**src/rtl/hex_string_serializer.sv**
```systemverilog
// Serializes a binary word into an ASCII hex string, one character per beat.
// Define HEX_SER_NEWLINE_EN to append CR LF after the last digit.
module hex_string_serializer #(
  parameter int DATA_W     = 32,
  parameter bit UPPER_CASE = 1'b0
) (
  input  logic              clk,
  input  logic              rst,
  input  logic              in_valid,
  output logic              in_ready,
  input  logic [DATA_W-1:0] in_data,
  input  logic              in_prefix,
  output logic              out_valid,
  input  logic              out_ready,
  output logic [7:0]        out_char,
  output logic              out_last,
  output logic              busy
);

  localparam int NDIG = DATA_W / 4;
  localparam int CW   = (NDIG > 1) ? $clog2(NDIG) : 1;
  localparam logic [7:0] ALPHA = UPPER_CASE ? 8'h41 : 8'h61;
  localparam logic [CW-1:0] LAST_IDX = CW'(NDIG - 1);

  typedef enum logic [2:0] {
    IDLE,
    PFX0,
    PFX1,
    DIGITS
`ifdef HEX_SER_NEWLINE_EN
    ,
    CR,
    LF
`endif
  } state_t;

  state_t            state_q, state_d;
  logic [CW-1:0]     cnt_q, cnt_d;
  logic [DATA_W-1:0] word_q, word_d;
  logic [3:0]        nib;
  logic [7:0]        dig_char;
  logic              last_dig;
  logic              in_xfer;
  logic              out_xfer;

  assign in_ready = (state_q == IDLE) && !rst;
  assign busy     = (state_q != IDLE);
  assign in_xfer  = in_valid && in_ready;
  assign out_xfer = out_valid && out_ready;
  assign last_dig = (cnt_q == LAST_IDX);

  // Word is shifted left per digit, so the current nibble is always on top
  assign nib      = word_q[DATA_W-1 -: 4];
  assign dig_char = (nib <= 4'd9) ? (8'h30 + {4'h0, nib})
                                  : (ALPHA + {4'h0, nib} - 8'd10);

  always_ff @(posedge clk or posedge rst) begin
    if (rst) begin
      state_q <= IDLE;
      cnt_q   <= '0;
      word_q  <= '0;
    end else begin
      state_q <= state_d;
      cnt_q   <= cnt_d;
      word_q  <= word_d;
    end
  end

  always_comb begin
    state_d   = state_q;
    cnt_d     = cnt_q;
    word_d    = word_q;
    out_valid = 1'b0;
    out_char  = 8'h00;
    out_last  = 1'b0;
    unique case (state_q)
      IDLE: begin
        if (in_xfer) begin
          word_d  = in_data;
          cnt_d   = '0;
          state_d = in_prefix ? PFX0 : DIGITS;
        end
      end
      PFX0: begin
        out_valid = 1'b1;
        out_char  = 8'h30;
        if (out_xfer) state_d = PFX1;
      end
      PFX1: begin
        out_valid = 1'b1;
        out_char  = 8'h78;
        if (out_xfer) state_d = DIGITS;
      end
      DIGITS: begin
        out_valid = 1'b1;
        out_char  = dig_char;
`ifndef HEX_SER_NEWLINE_EN
        out_last  = last_dig;
`endif
        if (out_xfer) begin
          word_d = word_q << 4;
          if (last_dig) begin
            cnt_d = '0;
`ifdef HEX_SER_NEWLINE_EN
            state_d = CR;
`else
            state_d = IDLE;
`endif
          end else begin
            cnt_d = cnt_q + 1'b1;
          end
        end
      end
`ifdef HEX_SER_NEWLINE_EN
      CR: begin
        out_valid = 1'b1;
        out_char  = 8'h0D;
        if (out_xfer) state_d = LF;
      end
      LF: begin
        out_valid = 1'b1;
        out_char  = 8'h0A;
        out_last  = 1'b1;
        if (out_xfer) state_d = IDLE;
      end
`endif
      default: state_d = IDLE;
    endcase
  end

endmodule

```
**config.mk**
```make
export PLATFORM = sky130hd
export DESIGN_NAME = hex_string_serializer
export DESIGN_NICKNAME = d
export VERILOG_FILES = /design/src/rtl/hex_string_serializer.sv
export SDC_FILE = /design/constraint.sdc
export NUM_CORES = 1
export LEC_CHECK = 0
export ABC_CLOCK_PERIOD_IN_PS = 5050
export BUFFER_PORTS_ARGS = -buffer_cell sky130_fd_sc_hd__buf_2
export CORE_MARGIN = 2
export CORE_UTILIZATION = 30
export DETAILED_ROUTE_END_ITERATION = 16
export SLEW_MARGIN = 20
export SYNTH_ARGS = -nofsm -noshare
export SYNTH_HDL_FRONTEND = slang
export SYNTH_SLANG_ARGS = --single-unit
```
**constraint.sdc**
```tcl
create_clock -name clk -period 5.05 [get_ports clk]
set_clock_uncertainty 0.05 [all_clocks]
set_input_delay 0.2525 -clock clk [delete_from_list [all_inputs] [get_ports clk]]
set_output_delay 0.2525 -clock clk [all_outputs]
set_load 0.1 [all_outputs]
```
==> impl_metrics.yaml <==
route:
  via_per_inst: 4.51
  dr.pass1.iters: 4
  post_drt_wl_per_cell_um: 13.1
  drt_iter0_drc: 56
  drc: 0
  vias: 1442
  drt_wl_total_mm: 4.18
  ant_nets: 0
final_layout:
  insertedDiodeCount: 0
  nets: 267
  drive_gt1_frac: 0.511
  area_growth_pct: 16.2
  layout.cells.non_filler: 320
placed_design:
  dp_hpwl_mm: 3.00
  port_buffers: 47
  place_inst: 313
  routabilityCongestion: 0.769
global_routing:
  grt.total_usage: 0.106
  grt_overflow_total: 0
  grt_pass1_wl_mm: 7.04
  grt_max_degree: 46
  grt_pass1_vias: 1464
  antenna_found_initial: 0
yosys:
  synth_fp_nets: 220
  synthTopCellsByArea: "dfrtp_1, mux2_4, mux2_2, ha_1, mux2i_1"
  synth_largest_area_cell: "dfrtp_1"
  ys_types: 33
  ys_seq_area_frac: 0.408
  synth_edf_count: 0
  ys_ff_latch: 37
  yosysMostFrequentCell: "dfrtp_1"
  yosys.area.top_type_share: 0.408
  synth_area_per_cell_um2: 13.0
  synth_commonest_cells: "dfrtp_1, mux2_2, mux2_4"
  yosysWarnings: 0
  syn_area_mm2: 0.00227
  syn_inst: 174
  synth-async-reset-ratio: 1.00
  synth_ff_type: "dfrtp_1"
critical_path:
  crit_type: "reg2reg"
  cp-end-kind: "flip-flop"
  start_kind: "flip-flop"
  r2r_start: "state_q[1]"
  cp.required_ns: 5.17
  slowest_stage: "ha_2"
  cp_max_fo: 45
  arrival_ns: 3.31
  r2r-end: "cnt_q[0]"
  max_stage_delay_ns: 0.85
  cp_top_family: "adder cells"
  r2r_slack_ns: 1.86
  path_cells: "ha_2 -> nand3b_1 -> a22oi_4 -> buf_4 -> mux2_2"
  crit_buf_inv: 1
  path_depth: 5
  reg2reg_depth: 5
sta:
  finalHoldViolCount: 0
  rsz0062_at_grt: "no"
  slew_violations: 0
  fin_tns_setup_ns: 0
  worst_slew_pin_slew_ns: 0.942
  max_slew_margin: 0.372
  setup_viol: 0
  layout_min_cycle_time_ns: 3.19
  fmax_ghz: 0.313
  fin_crit_sh: 0.632
die:
  die_w_um: 91.0
  core_mm2: 0.00729
  ioPinCount: 49
  die_h_um: 91.0
  rows: 31
  start_util: 0.311
  dieArea_mm2: 0.00828
clock_network:
  clockBufferDepth: 2
  cts_tree: "built"
  root_buffer: "clkbuf_8"
  cts_buffers: 5
  cts_setup_buffers: 0
  htreeDepth: 2
  cts.sinks: 37
  post_cts_resize_count: 0
  clkSlewWorstSetupHoldPaths_ns: 0.07
  clk_latency_ns: 0.28
  cts_hold_buf: 0
worst_hold_path:
  hp-class: "in2async"
flow_run:
  max_cap_violations: 0
power:
  powerDensity_mw_per_mm2: 737
  leakagePower_uw: 0.00123
  peakVddDrop_v: 0.000248
outcome:
  status: "complete, no violations"
==> layout by cell type (no fill, tap or decap), types with 2 or more instances in the layout <==
cell and count:
nand2_1 4, mux2_2 29, nor2b_1 5, nor2_1 2
a31oi_1 2, nand2b_1 4, buf_2 47, a211oi_1 2
o31ai_1 2, clkbuf_8 6, buf_4 2, or3_1 2
mux2i_1 11, mux2_4 25, nand3b_1 2, o21ai_0 4
a21oi_1 3, inv_1 11, dfrtp_1 37, ha_1 8
==> power by group <==
part           leakage, uW  switching [uW]  internal, uW
clock            0.0000443            98.6           108
combinational     0.000744             670           525
sequential        0.000440            89.7           451
==> kinds of logic after synthesis <==
logic type      count (synthesis)  share of synthesized area
mux                            65                      0.358
flops                          37                      0.408
simple gates                   24                     0.0628
buf+inv                        20                     0.0606
compound gates                 18                     0.0595
fa+ha+maj                       9                     0.0496
other cells                     1                    0.00165
==> layer usage <==
layer / GRT usage / part of all wire / vias up
met1: 0.143 / 0.50 / 702
li1: - / - / 703
met4: 0.0303 / 0.011 / 0
met2: 0.159 / 0.44 / 31
met3: 0.0382 / 0.050 / 6
met5: 0 / 0 / -
==> worst max path at each step <==
stage	to	start
floorplan	out_char[2]	state_q[1]
global placement	cnt_q[0]	state_q[1]
detailed placement	cnt_q[0]	state_q[1]
CTS	cnt_q[0]	state_q[1]
global route	cnt_q[0]	state_q[1]
finish	cnt_q[0]	state_q[1]
==> final cells by class <==
cell class                      count  area [um^2]
Multi-Input combinational cell    117         1210
Clock buffer                        7         86.3
Fill cell                         765         4660
Tap cell                           99          124
Timing Repair Buffer               49          250
Inverter                           11         41.3
Sequential cell                    37          926
==> state kept, by name (all words and copies together) (netlist names) <==
register	count
state_q	2
word_q	32
cnt_q	3
==> worst reg2reg max path, cell delays in order (launching register included) <==
cell,delay [ns]
dfrtp_1,0.45
ha_2,0.85
nand3b_1,0.24
a22oi_4,0.67
buf_4,0.44
mux2_2,0.38
==> through the flow <==
step | util | area (um^2) | power, uW | hold WS, ns | setup WS, ns
6_report | 0.362 | 2640 | 1940 | 0.0327 | 1.86
2_1_floorplan | - | 2270 | 1640 | 0.382 | 0.946
4_1_cts | 0.362 | 2640 | 1960 | 0.0516 | 1.80
3_3_place_gp | 0.350 | 2550 | 1730 | 0.361 | 1.85
3_5_place_dp | 0.350 | 2550 | 1750 | 0.362 | 1.81
5_1_grt | 0.362 | 2640 | 2070 | 0.0812 | 1.60
Power figures use the tool's default switching activity.
